[src/rtl/exc_commit_seq_pkg.sv]
// Shared definitions for the exception commit sequencer: type codes, ExcCode values,
// the exception vector and the 2-bit state encoding.
package exc_commit_seq_pkg;

    typedef enum logic [1:0] {
        ST_IDLE   = 2'd0,
        ST_DRAIN  = 2'd1,
        ST_COMMIT = 2'd2,
        ST_HOLD   = 2'd3
    } state_t;

    localparam logic [31:0] EXC_NONE = 32'h0;
    localparam logic [31:0] EXC_INT  = 32'h1;
    localparam logic [31:0] EXC_ADEL = 32'h4;
    localparam logic [31:0] EXC_ADES = 32'h5;
    localparam logic [31:0] EXC_SYS  = 32'h8;
    localparam logic [31:0] EXC_BP   = 32'h9;
    localparam logic [31:0] EXC_RI   = 32'ha;
    localparam logic [31:0] EXC_OV   = 32'hc;
    localparam logic [31:0] EXC_ERET = 32'he;

    localparam logic [4:0] EXCCODE_INT  = 5'h00;
    localparam logic [4:0] EXCCODE_ADEL = 5'h04;
    localparam logic [4:0] EXCCODE_ADES = 5'h05;
    localparam logic [4:0] EXCCODE_SYS  = 5'h08;
    localparam logic [4:0] EXCCODE_BP   = 5'h09;
    localparam logic [4:0] EXCCODE_RI   = 5'h0a;
    localparam logic [4:0] EXCCODE_OV   = 5'h0c;

    localparam logic [31:0] EXC_VECTOR = 32'hbfc00380;

    function automatic logic exc_is_valid(input logic [31:0] t);
        case (t)
            EXC_INT, EXC_ADEL, EXC_ADES, EXC_SYS, EXC_BP,
            EXC_RI, EXC_OV, EXC_ERET: exc_is_valid = 1'b1;
            default:                  exc_is_valid = 1'b0;
        endcase
    endfunction

endpackage

[src/rtl/exc_cp0_encode.sv]
// Combinational mapping of a captured exception to CP0 update values
// (ExcCode, EPC, BadVAddr and EXL enables).
module exc_cp0_encode
    import exc_commit_seq_pkg::*;
(
    input  logic [31:0] exc_type,
    input  logic [31:0] pc,
    input  logic        bd,
    input  logic [31:0] vaddr,
    output logic [4:0]  exccode,
    output logic [31:0] epc,
    output logic        is_eret,
    output logic        exl_set,
    output logic        exl_clr,
    output logic        badvaddr_we,
    output logic [31:0] badvaddr
);

    // Delay-slot faults restart at the branch; the subtraction wraps modulo 2^32.
    assign epc = bd ? (pc - 32'd4) : pc;

    always_comb begin
        exccode     = exc_type[4:0];
        is_eret     = 1'b0;
        exl_set     = 1'b1;
        exl_clr     = 1'b0;
        badvaddr_we = 1'b0;
        badvaddr    = 32'h0;
        case (exc_type)
            EXC_INT:  exccode = EXCCODE_INT;
            EXC_ADEL: begin
                exccode     = EXCCODE_ADEL;
                badvaddr_we = 1'b1;
                badvaddr    = vaddr;
            end
            EXC_ADES: begin
                exccode     = EXCCODE_ADES;
                badvaddr_we = 1'b1;
                badvaddr    = vaddr;
            end
            EXC_SYS:  exccode = EXCCODE_SYS;
            EXC_BP:   exccode = EXCCODE_BP;
            EXC_RI:   exccode = EXCCODE_RI;
            EXC_OV:   exccode = EXCCODE_OV;
            EXC_ERET: begin
                exccode = 5'h0;
                is_eret = 1'b1;
                exl_set = 1'b0;
                exl_clr = 1'b1;
            end
            default: ;
        endcase
    end

endmodule

[src/rtl/exc_commit_seq.sv]
// Precise exception/ERET commit sequencer: IDLE -> DRAIN -> COMMIT -> HOLD.
// Define EXC_COMMIT_PERF_EN to add exc_cnt_o / eret_cnt_o commit counters.
module exc_commit_seq
    import exc_commit_seq_pkg::*;
#(
    parameter int HOLD_CYCLES = 1,
    parameter int DRAIN_MAX   = 255
) (
    input  logic        clk,
    input  logic        resetn,
    input  logic [31:0] exc_type_i,
    input  logic [31:0] exc_pc_i,
    input  logic        exc_bd_i,
    input  logic [31:0] exc_vaddr_i,
    input  logic [31:0] pc_new_i,
    input  logic        mem_busy_i,
    output logic        stall_o,
    output logic        flush_o,
    output logic        redirect_o,
    output logic [31:0] redirect_pc_o,
    output logic        epc_we_o,
    output logic [31:0] epc_o,
    output logic        cause_we_o,
    output logic [4:0]  exccode_o,
    output logic        bd_o,
    output logic        exl_set_o,
    output logic        exl_clr_o,
    output logic        badvaddr_we_o,
    output logic [31:0] badvaddr_o,
    output logic        drain_timeout_o,
`ifdef EXC_COMMIT_PERF_EN
    output logic [31:0] exc_cnt_o,
    output logic [31:0] eret_cnt_o,
`endif
    output logic        busy_o
);

    state_t      state, state_nxt;
    logic [31:0] type_q, pc_q, vaddr_q, pcnew_q;
    logic        bd_q;
    logic [7:0]  dcnt;
    logic [3:0]  hcnt;
    logic        capture, drain_hit;

    logic [4:0]  enc_exccode;
    logic [31:0] enc_epc, enc_badvaddr;
    logic        enc_eret, enc_exl_set, enc_exl_clr, enc_badv_we;

    assign capture   = (state == ST_IDLE) && exc_is_valid(exc_type_i);
    assign drain_hit = (dcnt == 8'(DRAIN_MAX - 1));

    exc_cp0_encode u_enc (
        .exc_type    (type_q),
        .pc          (pc_q),
        .bd          (bd_q),
        .vaddr       (vaddr_q),
        .exccode     (enc_exccode),
        .epc         (enc_epc),
        .is_eret     (enc_eret),
        .exl_set     (enc_exl_set),
        .exl_clr     (enc_exl_clr),
        .badvaddr_we (enc_badv_we),
        .badvaddr    (enc_badvaddr)
    );

    always_ff @(posedge clk or negedge resetn) begin
        if (!resetn) state <= ST_IDLE;
        else         state <= state_nxt;
    end

    always_comb begin
        state_nxt = state;
        case (state)
            ST_IDLE:   if (capture) state_nxt = mem_busy_i ? ST_DRAIN : ST_COMMIT;
            ST_DRAIN:  if (!mem_busy_i || drain_hit) state_nxt = ST_COMMIT;
            ST_COMMIT: state_nxt = ST_HOLD;
            ST_HOLD:   if (hcnt == 4'(HOLD_CYCLES - 1)) state_nxt = ST_IDLE;
            default:   state_nxt = ST_IDLE;
        endcase
    end

    always_comb begin
        stall_o       = (state == ST_DRAIN);
        flush_o       = (state == ST_COMMIT) || (state == ST_HOLD);
        busy_o        = (state != ST_IDLE);
        redirect_o    = 1'b0;
        redirect_pc_o = 32'h0;
        epc_we_o      = 1'b0;
        epc_o         = 32'h0;
        cause_we_o    = 1'b0;
        exccode_o     = 5'h0;
        bd_o          = 1'b0;
        exl_set_o     = 1'b0;
        exl_clr_o     = 1'b0;
        badvaddr_we_o = 1'b0;
        badvaddr_o    = 32'h0;
        if (state == ST_COMMIT) begin
            redirect_o    = 1'b1;
            redirect_pc_o = pcnew_q;
            exl_set_o     = enc_exl_set;
            exl_clr_o     = enc_exl_clr;
            badvaddr_we_o = enc_badv_we;
            badvaddr_o    = enc_badvaddr;
            if (!enc_eret) begin
                epc_we_o   = 1'b1;
                epc_o      = enc_epc;
                cause_we_o = 1'b1;
                exccode_o  = enc_exccode;
                bd_o       = bd_q;
            end
        end
    end

    always_ff @(posedge clk or negedge resetn) begin
        if (!resetn) begin
            type_q  <= 32'h0;
            pc_q    <= 32'h0;
            bd_q    <= 1'b0;
            vaddr_q <= 32'h0;
            pcnew_q <= 32'h0;
        end else if (capture) begin
            type_q  <= exc_type_i;
            pc_q    <= exc_pc_i;
            bd_q    <= exc_bd_i;
            vaddr_q <= exc_vaddr_i;
            pcnew_q <= pc_new_i;
        end
    end

    // Drain/hold counters restart on every entry into their state.
    always_ff @(posedge clk or negedge resetn) begin
        if (!resetn) begin
            dcnt            <= 8'h0;
            hcnt            <= 4'h0;
            drain_timeout_o <= 1'b0;
        end else begin
            dcnt <= (state == ST_DRAIN) ? dcnt + 8'd1 : 8'h0;
            hcnt <= (state == ST_HOLD)  ? hcnt + 4'd1 : 4'h0;
            if (state == ST_DRAIN && mem_busy_i && drain_hit)
                drain_timeout_o <= 1'b1;
        end
    end

`ifdef EXC_COMMIT_PERF_EN
    always_ff @(posedge clk or negedge resetn) begin
        if (!resetn) begin
            exc_cnt_o  <= 32'h0;
            eret_cnt_o <= 32'h0;
        end else if (state == ST_COMMIT) begin
            if (enc_eret) eret_cnt_o <= eret_cnt_o + 32'd1;
            else          exc_cnt_o  <= exc_cnt_o + 32'd1;
        end
    end
`endif

endmodule
[config.mk]
export PLATFORM = sky130hd
export DESIGN_NAME = exc_commit_seq
export DESIGN_NICKNAME = d
export VERILOG_FILES = /design/src/rtl/exc_commit_seq_pkg.sv /design/src/rtl/exc_cp0_encode.sv /design/src/rtl/exc_commit_seq.sv
export SDC_FILE = /design/constraint.sdc
export NUM_CORES = 1
export LEC_CHECK = 0
export CAP_MARGIN = 20
export CORE_AREA = 2 2 127 129
export DETAILED_ROUTE_END_ITERATION = 7
export DIE_AREA = 0 0 129 131
export GPL_TIMING_DRIVEN = 1
export PLACE_DENSITY = 0.79
export SLEW_MARGIN = 0
export SYNTH_ARGS = -nofsm -noshare
export SYNTH_HDL_FRONTEND = slang
export SYNTH_SLANG_ARGS = --single-unit
[constraint.sdc]
create_clock -name clk -period 6.64 [get_ports clk]
set_input_delay 1.328 -clock clk [delete_from_list [all_inputs] [get_ports clk]]
set_output_delay 1.328 -clock clk [all_outputs]
set_load 0.01 [all_outputs]
### After elaboration in Yosys (flattened, before gate mapping)

Memories as Yosys holds them, arrays and structs flattened.
Cells that the tools add are included.
Widths: inputs -> output; s select.

| cells by class | value |
|---|---|
| add/subtract/negate cells | 3 |
| equal/unequal tests | 15 |
| multiplexer cells | 28 |
| reductions and logical operators | 13 |

Operator list:

| kind | number |
|---|---|
| $mux 32 | 6 |
| $eq 32x4->1 const B | 5 |
| $eq 32x3->1 const B | 2 |
| $pmux 5 s7 | 1 |
| $eq 32x1->1 const B | 1 |
| $sub 32x3->32 const B | 1 |
| $logic_not 28->1 | 1 |
| $mux 1 | 12 |
| $mux 5 | 2 |
| $add 8x1->8 const B | 1 |
| $eq 8x8->1 const B | 1 |
| $mux 2 | 4 |
| $mux 8 | 1 |
| $pmux 2 s4 | 1 |
| $add 4x1->4 const B | 1 |
| $eq 2x2->1 const B | 2 |
| $logic_not 4->1 | 1 |
| $mux 4 | 1 |
| $ne 2x2->1 const B | 2 |
| $reduce_or 2->1 | 2 |
| $logic_and 1x1->1 | 3 |
| $reduce_and 3->1 | 1 |
| $eq 2x1->1 const B | 1 |
| $logic_not 2->1 | 1 |
| other kinds (4) | 5 |

| word-level totals | value |
|---|---|
| register bits after elaboration | 144 |
| memory bits (read-only) | 16 |
| input port bits | 132 |
| output and inout port bits | 112 |
| logic and storage cells | 69 |
| memories | 1 |

Memories:

| memory | words | bits a word | rd ports | clocked after memory_dff | write ports | RTL line | RTL |
|---|---|---|---|---|---|---|---|
| (name not given) | 16 | 1 | 1 | 0 | 0 | exc_commit_seq_pkg.sv:33 | `case (t)` |

### Depth between registers and ports, before layout

| logic depth | value |
|---|---|
| depth after elaboration | 5 |
| depth in mapped cells | 9 |
| gate-level depth less buffers | 6 |

### Modules after synthesis

From an unflattened synthesis, not the netlist that was laid out.

| second synthesis, totals | value |
|---|---|
| cell total of the unflattened synthesis | 631 |
| area, all modules | 7629.8 µm² |

By module, submodules not included:

| module | times used | cells an instance | area an instance (µm²) |
|---|---|---|---|
| exc_commit_seq | 1 | 477 | 6592.6 |
| exc_cp0_encode | 1 | 154 | 1037.2 |

### Worst setup path after synthesis

No wires, ideal clock.

| timing | value |
|---|---|
| path kind | register to output |
| start point | register pc_q[12] |
| end point | output port epc_o[31] |
| arrival | 2032 ps |
| path slack | 3280 ps |
| stages on the path, launching flop included | 6 |
| buffers on the path | 0 |
| path through | dfrtp_1 -> or4_4 -> or2_1 -> or3_1 -> or3_1 -> a21oi_1 |

| between the ends | value |
|---|---|
| word-level cells in the longest chain between the ends | 4 |

RTL lines:

| element | RTL line | RTL |
|---|---|---|
| start: declaration | exc_commit_seq.sv:39 | `logic [31:0] type_q, pc_q, vaddr_q, pcnew_q;` |
| start signal: assignment | exc_commit_seq.sv:123 | `pc_q <= exc_pc_i;` |
| $sub 32x3->32 | exc_cp0_encode.sv:20 | `assign epc = bd ? (pc - 32'd4) : pc;` |
| $mux 32 | exc_cp0_encode.sv:20 |  |
| $mux 32 | exc_commit_seq.sv:104 | `if (!enc_eret) begin` |
| $mux 32 | exc_commit_seq.sv:97 | `if (state == ST_COMMIT) begin` |
| end: declaration | exc_commit_seq.sv:22 | `output logic [31:0] epc_o,` |

Every way passes these cells.

### Final worst setup path

| timing | value |
|---|---|
| start point | register pc_q[4] |
| end point | output port epc_o[30] |

Same word-level chain as after synthesis.

==> results.toml <==
[run_status]
status = "completed"

[setup_path]
ff2ff_path_depth = 6
slowest_stage = "or4_1"
cpPeakStageDelay_ns = 0.66
timing.rr.end = "vaddr_q[16]"
worstSetupPathType = "flop to primary output"
cp_data_arrival_time_ns = 3.20
r2r_slack_ns = 4.20
r2r-start = "state[0]"
cp-end-kind = "primary output"
crit_path_start_kind = "flop"
crit_family = "simple AND/OR/NAND/NOR gates"
worst-path-max-fanout = 12
cp.buffers_inverters = 1
required_ns = 5.31
crit_chain = "nor3_1 > nand4_1 > or4_1 > a21oi_1 > clkdlybuf4s50_1"

[cts]
clockBufferDepth = 2
hold_buffers = 0
clk_pin_slew_ns = 0.06
clock-root-buffer = "clkbuf_16"
cts.sinks = 144
insertion_delay_ns = 0.41
post_cts_resized = 0
htree_levels = 4
cts_tree = "done"
cts_buffers = 17
cts_setup_buffers = 0

[synthesis]
synth_edf_count = 0
yosys_warnings = 0
synth.area.top_cells = "dfrtp_1 53%, mux2_2 16%, and2_1 6.8%"
synth.largest_area_cell = "dfrtp_1"
synth_top_cell_area_share_pct = 52.9
synth_area_mm2 = 0.00681
ys_ff_latch = 144
synth-main-ff-cell = "dfrtp_1"
synthCells = 594
ys_top_cells_by_count = "144 x dfrtp_1, 94 x mux2_2, 74 x and2_1, 46 x nor2_1, 31 x nor2b_1"
synthArstFlopShare_pct = 100
synth_most_common_cell = "dfrtp_1"
avgSynthCellArea_um2 = 11.5
synth-seq-area-share_pct = 52.9
ys_types = 42
syn-num-nets = 735

[drt]
drtIter0Drc = 250
drt_first_pass_iters = 4
vias = 5268
route.detailed.drc = 0
routed_wl_mm = 17.4
final_antenna_net_count = 0
viasPerCell = 4.97
wl_per_cell_um = 16.4

[sta]
setup_viol = 0
rsz0062_at_grt = "false"
maxSlewViolCount = 0
finalHoldViolCount = 0
tns_ns = 0
max_clock_freq_mhz = 221
post-route-min-period_ns = 4.53
max_slew_margin_pct = 39.1
fin_crit_sh_pct = 68.2
tightest_slew_ns = 0.914
fin_worst_skew_ns = 0.00551

[global_routing]
grt_pass1_wl_mm = 27.6
grt-ovfl-total = 0
gr-usage-all-layers_pct = 20.9
grt_max_degree = 137
grt_pass1_vias = 5557
antenna_found_initial = 0

[worst_hold_path]
hold-path-endpoint = "drain_timeout_o"
hp-start = "drain_timeout_o"
hp-class = "flop to flop"
hold_depth = 1

[floorplan]
die_y_um = 131
pin_count = 244
die_area_mm2 = 0.0169
coreArea_mm2 = 0.0156
rows = 46
initial_utilization_pct = 43.7
die_w_um = 129

[place]
gp_congestion = 0.816
place_hpwl_mm = 12.3
port_buffers = 243

[flow_run]
drv_cap = 0

[power]
leakagePower_nw = 4.60
power_density_mw_per_mm2 = 201
power_mw = 2.03
vdd_drop_max_mv = 0.166

[finish]
antennaDiodeCount = 0
nets = 971
drive_gt1_share_pct = 16.5
nFillCells = 1204
area_delta_synth_final_pct = 48.2
-- per-stage QoR --
stage               std cells  utilization, %  cell area (um2)  setup WS, ns  hold WS [ns]
global route             1059            64.7            10100          1.88         0.509
global placement         1027            60.5             9440          2.60         0.458
floorplan                 594               -             6810          3.28         0.452
detailed placement       1027            60.5             9440          2.56         0.463
finish                   1059            64.7            10100          2.11         0.477
CTS                      1059            64.7            10100          2.11         0.480
-- state kept, by name, summed over array words and instances, names as in the netlist --
name,count
pc_q,32
dcnt,8
pcnew_q,32
hcnt,4
state,2
vaddr_q,32
drain_timeout_o,1
bd_q,1
type_q,32
-- cell families (layout without fill, tap and decap cells) --
kind of cell / after synthesis / in the layout / synth area share, %
buf+inv: 46 / 295 / 2.88
xor+xnor: 34 / 34 / 4.37
mux: 98 / 98 / 16.1
flops: 144 / 144 / 52.9
simple gates: 241 / 241 / 20.1
fa+ha+maj: 9 / 9 / 1.65
compound gates: 22 / 22 / 1.93
-- layout by cell type, fill, tap and decap left out, types with 2 or more instances in the layout --
cell type        Yosys  routed
o21ai_0              9       9
or4_1                5       5
mux2i_1              4       4
and2_1              74      74
nand4_1              9       9
nor4_2               1       2
nor4_1              18      17
nand3b_1             2       2
nor2b_1             31      31
clkdlybuf4s50_1      0     242
and3_1               2       2
bufinv_16            0       4
mux2_2              94      94
dfrtp_1            144     144
nor2_1              46      46
ha_1                 9       9
buf_4                2       3
or3_1                5       5
inv_1               16      16
clkbuf_8             0       6
o31ai_1              2       2
clkinv_2             0       3
nor3_1              12      12
xnor2_1             20      20
xor2_1              14      14
clkbuf_16            0      17
nand2_1             14      14
nand3_1             11      11
nand2b_1             2       2
a21oi_1              5       5
-- worst max path at each step --
| stage | startpoint | end | slack [ns] | cells after the start |
|---|---|---|---|---|
| detailed placement | pc_q[4] | epc_o[30] | 2.56 | 5 |
| floorplan | pc_q[12] | epc_o[31] | 3.28 | 5 |
| finish | pc_q[4] | epc_o[30] | 2.11 | 5 |
| global placement | pc_q[12] | epc_o[31] | 2.60 | 6 |
| global route | pc_q[4] | epc_o[20] | 1.88 | 6 |
| CTS | pc_q[4] | epc_o[30] | 2.11 | 5 |
-- final cells by class --
class                   instances  area (um2)  share of cell area (%)
flip-flops and latches        144        3600                    35.7
inverters                      16        60.1                   0.595
repair buffers                247        2480                    24.5
clock inverters                 9         151                    1.50
clock buffers                  23         508                    5.03
multi-input cells             404        3030                    30.0
well taps                     216         270                    2.68
-- worst reg2reg max path: cells and delay by family, from the launching register on --
kind / cells / cell delay, ns
simple gates: 1 / 0.40
mux: 1 / 0.57
buf+inv: 3 / 0.75
fa+ha+maj: 1 / 0.20
flops: 1 / 0.41
-- where the power goes --
part           internal [mW]  switching [mW]
logic                 0.0715          0.0338
registers              0.878        0.000171
clock network          0.688           0.358
-- routing by layer --
layer / global-route usage [%] / share of wire [%] / up-vias
met5: 0 / 0 / -
met4: 7.61 / 1.5 / 0
met3: 6.19 / 7.0 / 25
met2: 36.4 / 51 / 168
met1: 24.7 / 41 / 2589
li1: - / - / 2486
(Power assumes the default switching activity.)
